===== src/rtl/udp_tx_arb_pkg.sv =====
// udp_tx_arb_pkg: shared types and constants for the UDP transmit arbiter.
//   arb_state_e : arbiter FSM states
//   src_t       : one-bit source index (SRC_IMG = image packetizer, SRC_CMD = command replies)
//   sat_inc16   : 16-bit saturating increment used by the cycle counter
package udp_tx_arb_pkg;

  typedef enum logic [1:0] {
    IDLE,
    START,
    BUSY,
    GAP
  } arb_state_e;

  typedef logic src_t;

  localparam src_t SRC_IMG = 1'b0;
  localparam src_t SRC_CMD = 1'b1;

  function automatic logic [15:0] sat_inc16(input logic [15:0] v);
    return (v == 16'hFFFF) ? v : v + 16'd1;
  endfunction

endpackage


===== src/rtl/udp_tx_arb_pick.sv =====
// udp_tx_arb_pick: combinational winner select for the UDP transmit arbiter.
// Ports:
//   pend0_i, pend1_i : latched request flags of source 0 / source 1
//   last_i           : source granted most recently (round-robin pointer)
//   valid_o          : at least one request pending
//   win_o            : index of the winning source (meaningful when valid_o)
// Parameter SRC0_STRICT: non-zero gives source 0 strict priority, zero = round-robin.
module udp_tx_arb_pick
  import udp_tx_arb_pkg::*;
#(
  parameter int unsigned SRC0_STRICT = 0
) (
  input  logic pend0_i,
  input  logic pend1_i,
  input  logic last_i,
  output logic valid_o,
  output logic win_o
);

  always_comb begin
    valid_o = pend0_i | pend1_i;
    win_o   = SRC_IMG;
    if (pend0_i && pend1_i) begin
      if (SRC0_STRICT != 0) begin
        win_o = SRC_IMG;
      end else begin
        // tie: the source that was not served last goes next
        win_o = (last_i == SRC_IMG) ? SRC_CMD : SRC_IMG;
      end
    end else if (pend1_i) begin
      win_o = SRC_CMD;
    end
  end

endmodule


===== src/rtl/udp_tx_arbiter.sv =====
// udp_tx_arbiter: shares one UDP transmit channel between two packet sources
// (source 0 = image packetizer, source 1 = command/status replies), all in
// the eth_tx_clk domain. Requests are latched, one source is granted at a
// time, the UDP handshake is forwarded to it, a minimum inter-packet gap is
// enforced and a missing tx_done is recovered by a timeout.
// Ports:
//   clk, rst                  : clock, synchronous active-high reset
//   sN_start_en / sN_byte_num : send request pulse and its byte count
//   sN_data                   : payload word of source N
//   sN_req / sN_done          : udp_tx_req / udp_tx_done forwarded while granted
//   sN_busy                   : request pending or packet in progress for source N
//   udp_tx_start_en/byte_num/data : towards the UDP module
//   udp_tx_req / udp_tx_done  : from the UDP module
//   arb_timeout               : one-cycle pulse when a packet is aborted
// Parameters: GAP_CYCLES, TIMEOUT_CYCLES (0 = no timeout), SRC0_STRICT.
// Optional macro UDP_TX_ARB_STATS_EN adds s0_pkt_cnt, s1_pkt_cnt, drop_cnt
// and timeout_cnt outputs.
module udp_tx_arbiter
  import udp_tx_arb_pkg::*;
#(
  parameter int unsigned GAP_CYCLES     = 16,
  parameter int unsigned TIMEOUT_CYCLES = 65535,
  parameter int unsigned SRC0_STRICT    = 0
) (
  input  logic        clk,
  input  logic        rst,
  input  logic        s0_start_en,
  input  logic [15:0] s0_byte_num,
  input  logic [31:0] s0_data,
  output logic        s0_req,
  output logic        s0_done,
  output logic        s0_busy,
  input  logic        s1_start_en,
  input  logic [15:0] s1_byte_num,
  input  logic [31:0] s1_data,
  output logic        s1_req,
  output logic        s1_done,
  output logic        s1_busy,
  output logic        udp_tx_start_en,
  output logic [15:0] udp_tx_byte_num,
  output logic [31:0] udp_tx_data,
  input  logic        udp_tx_req,
  input  logic        udp_tx_done,
  output logic        arb_timeout
`ifdef UDP_TX_ARB_STATS_EN
  ,
  output logic [31:0] s0_pkt_cnt,
  output logic [31:0] s1_pkt_cnt,
  output logic [15:0] drop_cnt,
  output logic [15:0] timeout_cnt
`endif
);

  arb_state_e  state_q, state_d;
  logic        pend0_q, pend0_d;
  logic        pend1_q, pend1_d;
  logic [15:0] cap0_q, cap0_d;
  logic [15:0] cap1_q, cap1_d;
  // grant_q doubles as the round-robin pointer: it keeps the last winner
  src_t        grant_q, grant_d;
  logic [15:0] byte_num_q, byte_num_d;
  logic [15:0] cnt_q, cnt_d;

  logic        pick_valid;
  logic        pick_win;
  logic        in_pkt;
  logic        acc0, acc1;
  logic        gap_done, tmo_hit;

  udp_tx_arb_pick #(
    .SRC0_STRICT(SRC0_STRICT)
  ) u_pick (
    .pend0_i(pend0_q),
    .pend1_i(pend1_q),
    .last_i (grant_q),
    .valid_o(pick_valid),
    .win_o  (pick_win)
  );

  // A source is only locked out while its own packet is being started or sent;
  // a re-request during its GAP is latched like any other request.
  assign in_pkt = (state_q == START) || (state_q == BUSY);
  assign acc0   = s0_start_en && (s0_byte_num != 16'd0) && !pend0_q
                  && !(in_pkt && (grant_q == SRC_IMG));
  assign acc1   = s1_start_en && (s1_byte_num != 16'd0) && !pend1_q
                  && !(in_pkt && (grant_q == SRC_CMD));

  assign tmo_hit  = (TIMEOUT_CYCLES != 0) && ({16'd0, cnt_q} >= TIMEOUT_CYCLES);
  assign gap_done = ({16'd0, cnt_q} + 32'd1) >= GAP_CYCLES;

  assign s0_busy = pend0_q | ((grant_q == SRC_IMG) && (state_q != IDLE));
  assign s1_busy = pend1_q | ((grant_q == SRC_CMD) && (state_q != IDLE));
  assign udp_tx_byte_num = byte_num_q;

  always_comb begin
    state_d         = state_q;
    grant_d         = grant_q;
    byte_num_d      = byte_num_q;
    pend0_d         = pend0_q;
    pend1_d         = pend1_q;
    cap0_d          = cap0_q;
    cap1_d          = cap1_q;
    udp_tx_start_en = 1'b0;
    udp_tx_data     = '0;
    s0_req          = 1'b0;
    s1_req          = 1'b0;
    s0_done         = 1'b0;
    s1_done         = 1'b0;
    arb_timeout     = 1'b0;

    // an accepted request can never coincide with clearing the same flag,
    // since acceptance requires the flag to be clear
    if (acc0) begin
      pend0_d = 1'b1;
      cap0_d  = s0_byte_num;
    end
    if (acc1) begin
      pend1_d = 1'b1;
      cap1_d  = s1_byte_num;
    end

    unique case (state_q)
      IDLE: begin
        if (pick_valid) begin
          state_d = START;
          grant_d = pick_win;
          if (pick_win == SRC_IMG) begin
            pend0_d    = 1'b0;
            byte_num_d = cap0_q;
          end else begin
            pend1_d    = 1'b0;
            byte_num_d = cap1_q;
          end
        end
      end
      START: begin
        udp_tx_start_en = 1'b1;
        state_d         = BUSY;
      end
      BUSY: begin
        udp_tx_data = (grant_q == SRC_IMG) ? s0_data : s1_data;
        s0_req      = (grant_q == SRC_IMG) && udp_tx_req;
        s1_req      = (grant_q == SRC_CMD) && udp_tx_req;
        if (udp_tx_done) begin
          s0_done = (grant_q == SRC_IMG);
          s1_done = (grant_q == SRC_CMD);
          state_d = (GAP_CYCLES == 0) ? IDLE : GAP;
        end else if (tmo_hit) begin
          arb_timeout = 1'b1;
          state_d     = (GAP_CYCLES == 0) ? IDLE : GAP;
        end
      end
      GAP: begin
        if (gap_done) begin
          state_d = IDLE;
        end
      end
      default: state_d = IDLE;
    endcase

    // START->BUSY keeps counting so the timeout is measured from the start pulse
    if ((state_d != state_q) && (state_d != BUSY)) begin
      cnt_d = '0;
    end else begin
      cnt_d = sat_inc16(cnt_q);
    end
  end

  always_ff @(posedge clk) begin
    if (rst) begin
      state_q    <= IDLE;
      grant_q    <= SRC_CMD;
      byte_num_q <= '0;
      pend0_q    <= 1'b0;
      pend1_q    <= 1'b0;
      cap0_q     <= '0;
      cap1_q     <= '0;
      cnt_q      <= '0;
    end else begin
      state_q    <= state_d;
      grant_q    <= grant_d;
      byte_num_q <= byte_num_d;
      pend0_q    <= pend0_d;
      pend1_q    <= pend1_d;
      cap0_q     <= cap0_d;
      cap1_q     <= cap1_d;
      cnt_q      <= cnt_d;
    end
  end

`ifdef UDP_TX_ARB_STATS_EN
  logic        drop0, drop1;
  logic [31:0] s0_pkt_cnt_q, s1_pkt_cnt_q;
  logic [15:0] drop_cnt_q, timeout_cnt_q;

  assign drop0 = s0_start_en && !acc0;
  assign drop1 = s1_start_en && !acc1;

  always_ff @(posedge clk) begin
    if (rst) begin
      s0_pkt_cnt_q  <= '0;
      s1_pkt_cnt_q  <= '0;
      drop_cnt_q    <= '0;
      timeout_cnt_q <= '0;
    end else begin
      if (s0_done) s0_pkt_cnt_q <= s0_pkt_cnt_q + 32'd1;
      if (s1_done) s1_pkt_cnt_q <= s1_pkt_cnt_q + 32'd1;
      drop_cnt_q <= drop_cnt_q + {15'd0, drop0} + {15'd0, drop1};
      if (arb_timeout) timeout_cnt_q <= timeout_cnt_q + 16'd1;
    end
  end

  assign s0_pkt_cnt  = s0_pkt_cnt_q;
  assign s1_pkt_cnt  = s1_pkt_cnt_q;
  assign drop_cnt    = drop_cnt_q;
  assign timeout_cnt = timeout_cnt_q;
`endif

endmodule


===== config.mk =====
export PLATFORM = sky130hd
export DESIGN_NAME = udp_tx_arbiter
export DESIGN_NICKNAME = d
export VERILOG_FILES = /design/src/rtl/udp_tx_arb_pkg.sv /design/src/rtl/udp_tx_arb_pick.sv /design/src/rtl/udp_tx_arbiter.sv
export SDC_FILE = /design/constraint.sdc
export NUM_CORES = 1
export LEC_CHECK = 0
export ABC_CLOCK_PERIOD_IN_PS = 2800
export CAP_MARGIN = 20
export CORE_MARGIN = 2
export CORE_UTILIZATION = 25
export DETAILED_ROUTE_END_ITERATION = 8
export GPL_ROUTABILITY_DRIVEN = 1
export PLACE_DENSITY_LB_ADDON = 0.25
export SLEW_MARGIN = 40
export SYNTH_ARGS = -nofsm -noshare
export SYNTH_HDL_FRONTEND = slang
export SYNTH_SLANG_ARGS = --single-unit

===== constraint.sdc =====
create_clock -name clk -period 2.8 [get_ports clk]
set_clock_uncertainty 0.2 [all_clocks]
set_input_delay 0.56 -clock clk [delete_from_list [all_inputs] [get_ports clk]]
set_output_delay 0.56 -clock clk [all_outputs]
set_load 0.05 [all_outputs]

* Word level (Yosys, flattened, before mapping) *
Cells that the tools add are included.

storage, ports and cells
  bits in registers = 69
  input port bits = 102
  output and inout bits = 56
  word-level logic and storage cells = 76

operators by class
  add/subtract/negate cells = 2
  $lt $le $gt $ge = 2
  equality and inequality tests = 6
  mux-type cells = 29
  bitwise gates (word level) = 4
  reduce and logical (&&, ||, !) cells = 25

operator list
  operator                 count
  $mux W32                 2
  $reduce_bool A16 Y1      2
  $mux W1                  21
  $add A16 B1 Y17 const B  1
  $ge A17 B5 Y1 const B    1
  $add A16 B1 Y16 const B  1
  $eq A16 B16 Y1 const B   1
  $ge A16 B16 Y1 const B   1
  $mux W16                 1
  $logic_and A1 B1 Y1      14
  $mux W2                  4
  $pmux W2 S4              1
  $eq A2 B2 Y1 const B     2
  $logic_not A1 Y1         4
  $or A1 B1 Y1             3
  $eq A2 B1 Y1 const B     1
  $logic_not A2 Y1         1
  $ne A2 B2 Y1             1
  $ne A2 B2 Y1 const B     1
  $reduce_and A2 Y1        1
  $reduce_bool A2 Y1       1
  $reduce_or A2 Y1         1
  $logic_or A1 B1 Y1       1
  $not A1 Y1               1

* Logic depth before layout (Yosys ltp) *
Gate-level depths: netlist of run 1.

  depth after elaboration = 9
  gate-level depth with buffers = 9
  depth with buffers taken out = 8

* Modules after synthesis *
A second synthesis of run 1 with hierarchy kept.

second synthesis, totals
  cells, all modules = 422
  area total of the unflattened synthesis = 3844.9 um2

modules (own cells, without submodules)
  module           instances  cells each  area an instance (um2)  seq. area each (um2)
  udp_tx_arbiter   1          420         3831.2                  1381.3
  udp_tx_arb_pick  1          2           13.8                    0.0

* Least setup slack after synthesis of run 1 *
OpenSTA, ideal clock, no wires.

  path type = flip-flop to output port
  from = register cnt_q[0]
  to = output port arb_timeout
  arrival time = 2.105 ns
  data required time = 2.040 ns
  path slack = -0.065 ns
  cell stages (with the launch flop) = 8
  path buffers = 1
  cell sequence = dfxtp_1 > ha_1 > and3_1 > nand2_1 > or3_1 > clkbuf_1 > inv_2 > and3_1

between the ends
  cells in the longest elaborated chain, start to end = 4

ends and longest elaborated chain
  what                    line                   text
  start, declared         udp_tx_arbiter.sv:62   logic [15:0] cnt_q, cnt_d;
  start signal, assigned  udp_tx_arbiter.sv:187  cnt_q <= cnt_d;
  $ge A16 B16 Y1          udp_tx_arbiter.sv:88   assign tmo_hit = (TIMEOUT_CYCLES != 0) && ({16'd0, cnt_q} >= TIMEOUT_CYCLES);
  $mux W1                 udp_tx_arbiter.sv:148  end else if (tmo_hit) begin
  $mux W1                 udp_tx_arbiter.sv:144  if (udp_tx_done) begin
  $mux W1                 udp_tx_arbiter.sv:122  unique case (state_q)
  end, declared           udp_tx_arbiter.sv:44   output logic arb_timeout

No other way between the ends.

* Final worst setup path of run 1 *
  from = register cnt_q[1]
  to = output port arb_timeout

Same word-level chain as after synthesis.

==> results of run 1 <==
[final timing paths]
path,from,endpoint,slack (ns),cells after the start
max,cnt_q[1],arb_timeout,0.07,7
min,cap0_q[10],cap0_q[10],0.30,2
max reg2reg,cnt_q[1],cnt_q[2],0.29,7
min reg2reg,cap0_q[10],cap0_q[10],0.30,2
[per-stage QoR]
stage	area [um^2]	util [%]
2_1_floorplan	3920	-
3_3_place_gp	6130	40.2
3_5_place_dp	6130	40.2
4_1_cts	6440	42.2
5_1_grt	6460	42.4
6_report	6460	42.4
[worst reg2reg max path: stages, from the launching register on]
cell and delay (ns):
dfxtp_1 0.36, ha_4 0.18, and3_4 0.21, and3_4 0.21, mux2i_1 0.13, a2111oi_4 0.41
a41oi_4 0.35, nor4b_2 0.36
[layer usage]
layer | routed length, um | track usage [%] | share of wire (%) | vias up
li1 | - | - | - | 1888
met1 | 5010 | 17.4 | 43 | 1733
met2 | 6010 | 23.9 | 51 | 102
met3 | 619 | 2.68 | 5.3 | 10
met4 | 125 | 3.71 | 1.1 | 0
met5 | 0 | 0 | 0 | -
[Yosys cell counts (2+ instances only)]
master / number / area share, %
a21oi_1: 5 / 0.64
a31oi_1: 2 / 0.32
nand3_1: 14 / 1.8
a21o_1: 2 / 0.38
nand2_1: 17 / 1.6
buf_2: 5 / 0.64
xor2_1: 5 / 1.1
or3_1: 4 / 0.64
a22oi_1: 2 / 0.38
nor3b_1: 2 / 0.38
clkbuf_1: 18 / 1.7
and2_1: 3 / 0.48
inv_1: 8 / 0.77
nand4_1: 6 / 0.96
and4_4: 2 / 0.58
a211oi_1: 21 / 4.0
nor4_1: 8 / 1.3
o21ai_0: 10 / 1.3
nor2b_1: 32 / 5.1
mux2i_1: 83 / 21
buf_1: 6 / 0.58
nor2_1: 72 / 6.9
nor3_1: 6 / 0.77
and4_1: 2 / 0.45
dfxtp_1: 69 / 35
o21a_1: 2 / 0.38
xnor2_1: 6 / 1.3
and3_1: 7 / 1.1
nor4b_2: 3 / 1.2
ha_1: 6 / 1.9
[timing repair]
| item | in CTS | in global routing |
|---|---|---|
| resized for setup | 4 | 7 |
| endpoints found under the setup margin | 1 | 1 |
| gates cloned | 0 | 0 |
| hold endpoints to repair | 0 | 0 |
[sequential cells by signal, summed over array words and instances, names as in the netlist]
register and cells:
state_q 2, pend0_q 1, cap0_q 16, cap1_q 16, pend1_q 1, cnt_q 16, udp_tx_byte_num 16, grant_q 1
[power groups by stage]
stage | clock network, uW | registers (uW) | logic, uW
detailed placement | 0 | 1390 | 2470
global placement | 0 | 1380 | 2440
CTS | 1160 | 1370 | 2470
floorplan | 0 | 1750 | 1200
global route | 1210 | 1410 | 2610
finish | 1140 | 1370 | 2450
[layout by cell type, fill, tap and decap left out, drive strengths merged, types with 2 or more instances in the layout]
cell type      count
clkdlybuf4s50    117
mux2i             83
nor2              72
dfxtp             69
buf               54
nor2b             32
a211oi            21
nand2             17
nand3             14
inv               11
o21ai             10
clkbuf            10
nor4               8
and3               8
nand4              6
xnor2              6
nor3               6
ha                 6
xor2               5
a21oi              5
or3                4
and4               4
and2               3
nor4b              3
a21o               2
a22oi              2
o21a               2
a31oi              2
clkinvlp           2
nor3b              2
a2111oi            2
[cells by family after synthesis]
family          Yosys count
flops                    69
xor+xnor                 11
mux                      83
fa+ha+maj                 6
simple gates            184
buf+inv                  39
compound gates           53
[final cells by class]
| class | instances | share of cell area [%] |
|---|---|---|
| Inverter | 9 | 0.523 |
| Clock buffer | 10 | 3.54 |
| Clock inverter | 6 | 1.10 |
| Tap cell | 211 | 4.08 |
| Sequential cell | 69 | 21.5 |
| Timing Repair Buffer | 171 | 31.9 |
| Multi-Input combinational cell | 337 | 37.3 |
==> out/results.txt, run 1 <==
Critical path capture point type: primary output
Clk buf depth: 2
CTS Root Cell: clkbuf_16
Final net count: 705
DRC viols: 0
First-pass GRT wire length: 18200 um
CTS tree: built
Multi-input combinational cell area: 2410 um^2
Total Routed Length: 11800 um
Max Fanout on Critical Path: 6
Drt via density: 4.59
Crit path arrival time: 1.97 ns
DRT antenna net count: 0
Status: finished, final reports clean
Clk sink count: 69
Post-Synth XOR/XNOR Area: 2.46%
Adder-cell share of the synthesized area: 1.92%
Internal power: 2930 uW
Latest clock arrival within the worst-skew pair: 0.32 ns
Post-Synth Simple-Gate Area: 24.7%
Slew HR: 60.5%
Drt first pass iters: 4
GRT Util Overall: 13.7%
RSZ-0062 raised after global routing: false
Clock slew at reported path FFs: 0.06 ns
Synth Area in Compound Gates: 10.3%
Worst setup SP type: flip-flop
Main combinational cell family by area after synthesis: simple AND/OR/NAND/NOR gates
Initial drt markers: 132
Fin crit share: 97.7%
H-tree depth: 3
Dpl hpwl: 9210 um
Reg area: 1390 um^2
Mapped Nets: 553
Placed insts: 797
# Max-Cap Violations: 0
Crit Path Class: flip-flop to primary output
EDFF count, synth: 0
Filler cells: 1486
Area delta synth->final: 65.3%
# setup viols final: 0
Fmax: 366 MHz
Crit path required time: 2.04 ns
Max-slew violation total from the final report: 0
Placer Congestion: 0.838
Antenna Cells: 0
Netlist cell types: 47
Clock power share: 22.9%
Worst-path cell chain: ha_4, and3_4, nand2_2, or3_4, inv_2, and3_2, buf_12
Sw Ratio: 40.8%
Cell area after synthesis: 3910 um^2
Static leakage: 0.00271 uW
CTS Hold Bufs: 0
Initial antenna violation count: 0
GRT overflow: 0
Hold WC Path Type: flip-flop to flip-flop
Multiplexer share of the synthesized area: 21.2%
Total power: 4960 uW
Buffers & Inverters on Critical Path: 2
CP max stage cell: dfxtp_1
Pre-CTS setup slack: 0.154 ns
Period minus WS final: 2.73 ns
Max incr delay on CP: 0.36 ns
Post-Synthesis Cells: 445
Via count: 3733
I/O pin total: 158
Ys async rst share: 0%
Setup TNS: 0 ns
Primary FF master, synth: dfxtp_1
Setup bufs post-CTS: 0
Row count: 45
FF+latch count, synth: 69
DR WL/cell: 14.5 um
Peak supply drop: 553 uV
Synth Area per Inst: 8.79 um^2
Seq/Total Area, Yosys: 35.3%
Layout cells sized above 1: 15.8%
Worst hold margin: 0.295 ns
PD cells: 767 nW/um^2
Initial Utilization: 25.6%
Finished Layout Cells: 813
Synth Warn #: 0
CTS buffer count: 9
Core ar.: 15300 um^2
Logic pwr share: 49.4%
Vias in the first global route: 3635
Final WS setup: 0.0656 ns
I/O Buffers: 157
Register share of total power: 27.6%
Die area: 16700 um^2
Chip width: 129 um
DIE HEIGHT: 129 um
CP top delay family: simple AND/OR/NAND/NOR gates
Net switching power: 2020 uW
Largest net degree at the start of global routing: 41
Least-Margin Pin Slew: 0.590 ns
Fin. Hold Viols: 0
Note: power is estimated with default switching activity, not from simulation.
==> run 2, diff against run 1 <==
- CTS_CLUSTER_SIZE: not set -> 8
==> results of run 2 <==
No change in the layout: final DEF, timing and power equal those of run 1.
==> run 3, diff against run 2 <==
- CORE_ASPECT_RATIO: not set -> 0.75
==> out/results.txt, run 3 (same netlist as run 1, synthesis figures left out) <==
DRC viols: 0 (unchanged)
CTS Root Cell: clkbuf_16
Hold path cells: 2 (unchanged)
Initial drt markers: 145 (+9.8%)
Fin crit share: 97.3% (-0.37 points)
Max Fanout on Critical Path: 5 (-1)
H-tree depth: 3 (unchanged)
Layout cells sized above 1: 16.2% (+0.39 points)
Clock slew at reported path FFs: 0.06 ns (about the same)
Via count: 3807 (+2.0%)
Internal power: 3050 uW (+3.9%)
Row count: 39 (-13%)
Logic pwr share: 48.8% (-0.6 points)
Static leakage: 0.00275 uW (+1.6%)
Most frequent cells in the layout: 117 x clkdlybuf4s50_1, 83 x mux2i_1, 71 x nor2_1
Reg area: 1390 um^2 (-0.27%)
# setup viols final: 0 (unchanged)
Worst setup SP type: flip-flop
Chip width: 148 um (+15%)
Period minus WS final: 2.72 ns (-0.0103 ns)
Register share of total power: 27.2% (-0.4 points)
Least-Margin Pin Slew: 0.599 ns (+0.00880 ns)
Peak supply drop: 520 uV (-6.1%)
Placed insts: 795 (-0.25%)
Drt first pass iters: 4 (unchanged)
FF-to-FF path depth: 8 (+1)
Crit path arrival time: 1.96 ns (about the same)
RSZ-0062 raised after global routing: false
Area delta synth->final: 66.7%
Met1 Track Usage GR: 20.3% (+3.0 points)
GRT overflow: 0 (unchanged)
Crit Path Class: flip-flop to primary output
Latest clock arrival within the worst-skew pair: 0.33 ns (about the same)
Sw Ratio: 40.3% (-0.44 points)
I/O pin total: 158 (unchanged)
Final net count: 709 (+0.57%)
Status: finished, final reports clean
Total power: 5110 uW (+3.1%)
CTS Hold Bufs: 0 (unchanged)
Clock power share: 24.0% (+1.1 points)
Multi-input combinational cell area: 2400 um^2 (-0.62%)
Max-slew violation total from the final report: 0 (unchanged)
First-pass GRT wire length: 20000 um (+9.9%)
GRT Util Overall: 15.1% (+1.3 points)
Most common cell after layout, fill and taps aside: clkdlybuf4s50_1
Setup TNS: 0 ns (unchanged)
Die area: 16700 um^2 (about the same)
Vias in the first global route: 3851 (+5.9%)
# Max-Cap Violations: 0 (unchanged)
Total Routed Length: 12600 um (+7.4%)
Worst r2r src: cnt_q[0]
Net switching power: 2060 uW (+2.0%)
Initial antenna violation count: 0 (unchanged)
Min-delay src: cap0_q[6]
Crit. Startpoint: cnt_q[0]
Finished Layout Cells: 811 (-0.25%)
Fmax: 367 MHz (+0.38%)
DR WL/cell: 15.6 um (+7.7%)
CTS tree: built
Hold WC Path Type: flip-flop to flip-flop
Fin. Hold Viols: 0 (unchanged)
Slew HR: 59.9% (-0.59 points)
Dpl hpwl: 9840 um (+6.8%)
Met2 Use GR: 23.7% (-0.26 points)
Grt met3 use: 4.15% (+1.5 points)
PD cells: 784 nW/um^2 (+2.3%)
DIE HEIGHT: 112 um (-13%)
Antenna Cells: 0 (unchanged)
Core ar.: 15300 um^2 (about the same)
Clk sink count: 69 (unchanged)
Busiest grt layer: met2
I/O Buffers: 157 (unchanged)
Crit path required time: 2.04 ns (about the same)
CTS buffer count: 9 (unchanged)
Critical path capture point type: primary output
Drt via density: 4.69 (+2.2%)
R2r setup slk: 0.23 ns (-0.06 ns)
Filler cells: 1453 (-2.2%)
DRT antenna net count: 0 (unchanged)
Final Util: 42.7% (+0.30 points)
Largest net degree at the start of global routing: 41 (unchanged)
Initial Utilization: 25.6% (about the same)
Clk buf depth: 2 (unchanged)
Placer Congestion: 0.802 (-4.3%)
==> run 3: worst max-delay path, stage by stage, from the launching register on <==
cell	delay [ns]
dfxtp_1	0.33
ha_2	0.21
and3_4	0.21
nand2_2	0.09
or3_1	0.36
inv_2	0.10
and3_2	0.21
buf_12	0.13
==> run 3: per-stage QoR <==
| stage | cell area, um^2 | hold slack, ns | setup WS, ns |
|---|---|---|---|
| after floorplan | 3920 | 0.263 | 0.0545 |
| after global placement | 6180 | 0.273 | 0.0961 |
| after detailed placement | 6180 | 0.284 | 0.0842 |
| after CTS | 6500 | 0.299 | 0.00951 |
| after global routing | 6520 | 0.321 | 0.00633 |
| final | 6520 | 0.294 | 0.0759 |
==> run 3: area by class of cell <==
class / instances / share of cell area [%]
Tap cell: 205 / 3.94
Sequential cell: 69 / 21.3
Clock buffer: 9 / 3.46
Inverter: 9 / 0.518
Timing Repair Buffer: 175 / 32.5
Multi-Input combinational cell: 337 / 36.8
Clock inverter: 7 / 1.52
==> run 3: metal layers <==
metal,vias up,share of wire [%]
met1,1767,47
met3,12,6.8
li1,1897,-
met5,-,0
met4,0,1.3
met2,131,44
==> run 3: power by group through the flow <==
stage	Clock, uW	Sequential [uW]	Combinational (uW)
3_5_place_dp	0	1410	2500
4_1_cts	1250	1400	2510
6_report	1230	1390	2490
3_3_place_gp	0	1410	2470
2_1_floorplan	0	1750	1200
5_1_grt	1300	1430	2650
==> run 3: timing repair <==
action                     CTS  global route
setup endpoints to repair    1             1
gates cloned                 0             0
resized for setup            2             5
setup buffers                0             0
==> run 3: worst paths after layout <==
kind	to
min	cap0_q[6]
min reg2reg	cap0_q[6]
max	arb_timeout
max reg2reg	cnt_q[1]
